File: src/rtl/pacman_referee.sv
// Game referee for the Pac-Man maze: tracks IDLE/PLAY/WON/LOST, scores eaten
// candies from the bitmap popcount, enforces a play-time limit and gates moves.
module pacman_referee #(
  parameter int WIDTH     = 6,
  parameter int HEIGHT    = 6,
  parameter int SCORE_W   = 8,
  parameter int TICK_W    = 10,
  parameter int MAX_TICKS = 1000,
  localparam int CNT_W    = $clog2(WIDTH*HEIGHT+1)
) (
  input  logic                           clk,
  input  logic                           rst,
  input  logic                           start,
  input  logic [WIDTH-1:0][HEIGHT-1:0]   candies,
  input  logic                           catch,
  output logic [1:0]                     state,
  output logic                           move_en,
  output logic [SCORE_W-1:0]             score,
  output logic [CNT_W-1:0]               candies_left,
  output logic [TICK_W-1:0]              ticks,
  output logic                           timeout,
  output logic                           win_pulse,
  output logic                           lose_pulse
);

  typedef enum logic [1:0] {S_IDLE = 2'd0, S_PLAY = 2'd1, S_WON = 2'd2, S_LOST = 2'd3} state_t;

  // Sum is wide enough that score + delta can never wrap before saturation.
  localparam int SUM_W = ((SCORE_W > CNT_W+1) ? SCORE_W : CNT_W+1) + 1;

  state_t             state_q, state_d;
  logic [CNT_W-1:0]   cnt, prev_left;
  logic [CNT_W:0]     diff;
  logic [SUM_W-1:0]   sum;
  logic [SCORE_W-1:0] score_sat;
  logic               clr_game, tick_inc, set_timeout;

  always_comb begin
    cnt = '0;
    for (int i = 0; i < WIDTH; i++)
      for (int j = 0; j < HEIGHT; j++)
        cnt = cnt + CNT_W'(candies[i][j]);
  end

  always_comb begin
    diff = {1'b0, prev_left} - {1'b0, cnt};
    sum  = SUM_W'(score) + SUM_W'(diff);
    if (sum > SUM_W'({SCORE_W{1'b1}})) score_sat = {SCORE_W{1'b1}};
    else                               score_sat = sum[SCORE_W-1:0];
  end

  always_ff @(posedge clk) begin
    if (rst) state_q <= S_IDLE;
    else     state_q <= state_d;
  end

  // Win is judged on the live popcount so the post-reset zero in
  // candies_left can never look like an empty maze.
  always_comb begin
    state_d     = state_q;
    clr_game    = 1'b0;
    tick_inc    = 1'b0;
    set_timeout = 1'b0;
    case (state_q)
      S_IDLE: if (start) begin
        state_d  = S_PLAY;
        clr_game = 1'b1;
      end
      S_PLAY: begin
        if (catch)                                  state_d = S_LOST;
        else if (cnt == '0)                         state_d = S_WON;
        else if (ticks == TICK_W'(MAX_TICKS-1)) begin
          state_d     = S_LOST;
          set_timeout = 1'b1;
        end else                                    tick_inc = 1'b1;
      end
      default: if (start) state_d = S_IDLE;
    endcase
  end

  always_ff @(posedge clk) begin
    if (rst) begin
      prev_left    <= '0;
      candies_left <= '0;
      score        <= '0;
      ticks        <= '0;
      timeout      <= 1'b0;
      win_pulse    <= 1'b0;
      lose_pulse   <= 1'b0;
    end else begin
      prev_left    <= cnt;
      candies_left <= cnt;
      win_pulse    <= (state_d == S_WON)  && (state_q != S_WON);
      lose_pulse   <= (state_d == S_LOST) && (state_q != S_LOST);
      if (clr_game) begin
        score   <= '0;
        ticks   <= '0;
        timeout <= 1'b0;
      end else begin
        if (state_q == S_PLAY && cnt < prev_left) score <= score_sat;
        if (tick_inc)    ticks   <= ticks + TICK_W'(1);
        if (set_timeout) timeout <= 1'b1;
      end
    end
  end

  assign state   = state_q;
  assign move_en = (state_q == S_PLAY);

endmodule

File: config.mk
export PLATFORM = sky130hd
export DESIGN_NAME = pacman_referee
export DESIGN_NICKNAME = d
export VERILOG_FILES = /design/src/rtl/pacman_referee.sv
export SDC_FILE = /design/constraint.sdc
export NUM_CORES = 1
export LEC_CHECK = 0
export CORE_UTILIZATION = 38
export DETAILED_ROUTE_END_ITERATION = 10
export GPL_TIMING_DRIVEN = 0
export PLACE_DENSITY = 0.64
export SLEW_MARGIN = 15
export SYNTH_ARGS = -nofsm -noshare
export SYNTH_HDL_FRONTEND = slang
export SYNTH_SLANG_ARGS = --single-unit
File: constraint.sdc
create_clock -name clk -period 9.2 [get_ports clk]
set_clock_uncertainty 0.1 [all_clocks]
set_input_delay 1.38 -clock clk [delete_from_list [all_inputs] [get_ports clk]]
set_output_delay 1.38 -clock clk [all_outputs]
set_load 0.02 [all_outputs]
* Word-level counts from Yosys, hierarchy flattened
Index checks and enable logic that the tools add are counted.
** Word-level totals
- Register bits :: 29
- Input port bits :: 40
- Output and inout port bits :: 30
- Logic and storage cells :: 76
** Operators by class
- $add $sub $neg :: 38
- Order comparisons :: 2
- Equality and inequality tests :: 6
- Multiplexer cells :: 17
- Reductions and logical operators :: 6
** Operators with widths (count)
- 6-bit by 1-bit adder with 6-bit output :: 30
- 10-bit by 1-bit adder with 10-bit output, second input constant :: 1
- 10-bit equality test, second input constant :: 1
- 1-bit 2-to-1 mux :: 10
- 2-bit 2-to-1 mux :: 5
- 8-bit by 7-bit adder with 9-bit output :: 1
- 9-bit by 8-bit greater-than comparator with 1-bit output, second input constant :: 1
- 8-bit 2-to-1 mux :: 1
- 6-bit by 6-bit subtractor with 7-bit output :: 1
- 5-bit by 1-bit adder with 6-bit output :: 1
- 6-bit zero test :: 1
- 6-bit < comparator :: 1
- 4-bit by 1-bit adder with 5-bit output :: 1
- 3-bit by 1-bit adder with 4-bit output :: 1
- 2-bit equality test, second input constant :: 2
- 2-bit != test, second input constant :: 2
- 2-bit case mux with 2 select lines :: 1
- 2-bit by 1-bit adder with 3-bit output :: 1
- 1-bit logical AND :: 3
- 1-bit by 1-bit adder with 2-bit output :: 1
- 2-bit by 1-bit equality test with 1-bit output, second input constant :: 1
- 2-bit zero test :: 1
- 2-bit OR reduction :: 1

* Depth between registers and ports, before layout
- Word-level depth :: 41
- Depth in mapped cells :: 27
- Mapped depth without buffers :: 27

* Worst setup path after synthesis
Ideal clock, no wire load.
- Kind :: input port to flip-flop
- Start point :: input port candies[5] in the netlist's numbering
- End point :: register score[3]
- Setup time :: 0.087 ns
- Arrival :: 7.906 ns
- Required time :: 9.013 ns
- Setup slack :: 1.108 ns
- Stages :: 26
- Buffers on the path :: 0
- Path through :: inv_1 > fa_1 > inv_1 > fa_1 > fa_1 > fa_1 > fa_1 > inv_1 > fa_1 > inv_1 > ha_1 > fa_1 > xnor2_1 > ha_1 > a21oi_1 > nand2_1 > and2_1 > or2_2 > maj3_1 > xor2_1 > ha_1 > o21ai_0 > a21boi_0 > o21ai_0 > o21a_1 > a211oi_1
** Between the ends
- Longest elaborated chain between the ends :: 35
- Elaborated cells between the ends (all ways) :: 37
- Classes of those cells :: add/sub (33); order compare (2); mux (1); reduce/logical (1)
** RTL lines
- start, declared :: RTL line 14 : input logic [WIDTH-1:0][HEIGHT-1:0] candies,
- 5-bit by 1-bit adder with 6-bit output * :: RTL line 42 : cnt = cnt + CNT_W'(candies[i][j]);
- 6-bit by 1-bit adder with 6-bit output * (30 in a row) :: RTL line 42
- 6-bit by 6-bit subtractor with 7-bit output :: RTL line 46 : diff = {1'b0, prev_left} - {1'b0, cnt};
- 8-bit by 7-bit adder with 9-bit output :: RTL line 47 : sum = SUM_W'(score) + SUM_W'(diff);
- 9-bit by 8-bit greater-than comparator with 1-bit output :: RTL line 48 : if (sum > SUM_W'({SCORE_W{1'b1}})) score_sat = {SCORE_W{1'b1}};
- 8-bit 2-to-1 mux :: RTL line 48
- end signal, assigned :: RTL line 100 : if (state_q == S_PLAY && cnt < prev_left) score <= score_sat;
- end, declared :: RTL line 18 : output logic [SCORE_W-1:0] score,
Every way passes the cells marked *; elsewhere a longest branch is shown, timed or not.
A chain may end at the register's enable or synchronous reset.

* Worst setup path after layout
Same ends and word-level chain as after synthesis.

==> metrics.csv <==
stage,metric,value,unit
synthesis,synth_top_area_cell,fa_1,
min_path,hp-class,reg -> reg,
status,outcome,"complete, no violations",
placed_design,gp_congestion,0.7544,
placed_design,port_buffers,69,
synthesis,synthCells,296,
critical_path,timing.critical_path.buf_inv,5,
sta,tightest_slew,0.4813,ns
synthesis,syn_area_per_cell,9.105,sq um
sta,period_minus_slack,8.791,ns
clocking,cts_hold_buffers,0,
sta,max_freq,113.8,MHz
critical_path,cp-start-kind,input port,
synthesis,ys_ff_latch,29,
critical_path,slowest_delay,0.57,ns
clocking,clkTransAtPathRegs,0.06,ns
synthesis,synth_area,2695,sq um
drt,via_per_inst,4.772,
clocking,cts_buffers,5,
clocking,ctsHtreeMaxLevel,2,
global_routing,antenna_found_initial,0,
synthesis,synth_edf_count,0,
critical_path,cp.required,9.29,ns
drt,first_pass_iters,4,
sta,finalHoldViolations,0,
drt,vias,2243,
global_routing,grt_pass1_vias,2192,
final_layout,fill_cells,668,
synthesis,synth-main-ff-cell,dfxtp_1,
sta,tns,0,ns
synthesis,synthTopCellsByArea,"fa_1 22%, dfxtp_1 22%, ha_1 9.3%, inv_1 8.8%, nor2_1 5.2%",
floorplanning,coreArea,6832,sq um
critical_path,critPathSlowestCell,fa_1,
final_layout,nets,463,
final_layout,syn_to_final_growth,33.89,%
final_layout,fin_util,52.82,%
sta,fin_crit_sh,95.56,%
floorplanning,dieArea,7433,sq um
flow_run,cap_violations,0,
sta,finalWorstSetupSlack,0.4089,ns
placed_design,dpl_worst_slack,-0.04210,ns
critical_path,path_class,in -> reg,
sta,relSlewSlack,67.91,%
floorplanning,dieHeight,86.22,microns
drt,avgRoutedWirePerCell,11.69,microns
floorplanning,start_util,39.45,%
synthesis,yosys_warnings,0,
synthesis,yosysMostFrequentCell,inv_1,
clocking,clock_latency,0.28,ns
sta,drv_slew,0,
global_routing,grt_max_degree,11,
global_routing,gr-total-overflow,0,
final_layout,seq_area,580.6,sq um
drt,drc,0,
clocking,ctsLongestPathBuffers,2,
critical_path,cpMostUsedCell,fa_1,
final_layout,drive_above_1_share,6.417,%
final_layout,multi_input_area,1868,sq um
synthesis,synth.lib_cells_used.distinct,52,
synthesis,async_flop_share,0,%
critical_path,crit_path_end_kind,flop,
drt,ant_nets,0,
critical_path,crit_arrival,8.88,ns
sta,setup_viol,0,
floorplanning,ios,70,
floorplanning,fp.dieW,86.22,microns
drt,routed_wl,5492,microns
drt,drt_iter0_drc,41,
global_routing,grt_pass1_wl,9584,microns
critical_path,critPathTopFamily,adder cells,
global_routing,track_usage,16.27,%
clocking,cts_tree,done,
clocking,cts-root-buf,clkbuf_8,
synthesis,seq_area_frac_synth,21.54,%
placed_design,hpwl,4655,microns
floorplanning,rows,30,
critical_path,cp_max_fo,5,
synthesis,yosysTopAreaCellShare,22.28,%
synthesis,synthTopCellsByCount,"63 x inv_1, 37 x nor2_1, 30 x fa_1",
final_layout,diodes,0,
synthesis,syn_nets,386,
sta,rsz0062_at_grt,false,
clocking,cts.sinks,29,
-- worst reg2reg max path: cells and delay by family, from the launching register on --
kind                       cells  cell delay, ns
xor gates and xnor gates       1            0.15
adders and majority gates      3            1.05
AOI/OAI and AO/OA              6            1.08
and+or+nand+nor                3            0.66
DFF                            1            0.32
-- flip-flops by register name, indices dropped and copies added (netlist names) --
name        cells
timeout         1
score           8
lose_pulse      1
prev_left       6
ticks          10
win_pulse       1
state           2
-- layout make-up --
type / instances / area share, %
tap: 96 / 3.329
inverter: 63 / 6.553
sequential: 29 / 16.09
multi-input combinational: 200 / 51.77
clock buffer: 6 / 2.011
timing repair buffer: 70 / 19.35
clock inverter: 2 / 0.2774
buffer: 4 / 0.6241
-- worst paths after layout --
path	slack (ns)	to	cells past startpoint	from
min	0.38	timeout	2	timeout
max reg2reg	5.74	score[3]	13	prev_left[2]
max	0.41	score[3]	27	candies[5]
min reg2reg	0.38	timeout	2	timeout
-- logic make-up after synthesis --
family | after synthesis | synth area share (%)
AO/OA/AOI/OAI | 50 | 14.90
XOR/XNOR | 16 | 6.500
adder cells (fa/ha/maj) | 52 | 32.31
buffers and inverters | 67 | 9.610
flip-flops | 29 | 21.54
multiplexers | 2 | 0.7428
AND/OR/NAND/NOR | 80 | 14.39
-- repair_timing --
| item | 4_1_cts | 5_1_grt |
|---|---|---|
| endpoints found under the setup margin | 0 | 7 |
| gates resized for setup | 0 | 2 |
| buffers inserted | 0 | 0 |
-- metal layers --
metal	track usage [%]	vias to the layer above	share of wire, %
met1	20.35	1073	47
met2	28.79	41	49
li1	-	1124	-
met4	3.182	0	0.69
met5	0	-	0
met3	3.714	5	3.5
-- stage by stage --
stage	area [sq um]	hold slack, ns	instances
finish	3608	0.3812	470
global route	3608	0.4516	470
CTS	3601	0.3910	470
detailed placement	3518	0.3711	462
global placement	3506	0.3671	461
floorplan	2695	0.4701	296
-- cell usage in the layout, fill, tap and decap left out, types with 3 or more instances in the layout --
cell and n:
clkdlybuf4s50_1 69, inv_1 63, nor2_1 37, fa_1 30
dfxtp_1 29, ha_1 20, a21oi_1 13, nand2_1 8
xor2_1 7, a211oi_1 6, o21ai_0 6, nor3_1 6
xnor2_1 5, clkbuf_8 5, clkbuf_1 4, nand4_1 4
o21a_1 3, nand2b_1 3, nor2_2 3, or3_1 3
nand3_1 3
Power is not shown: default switching activity piles up to over one toggle a cycle in this logic, so the estimate is an artifact.
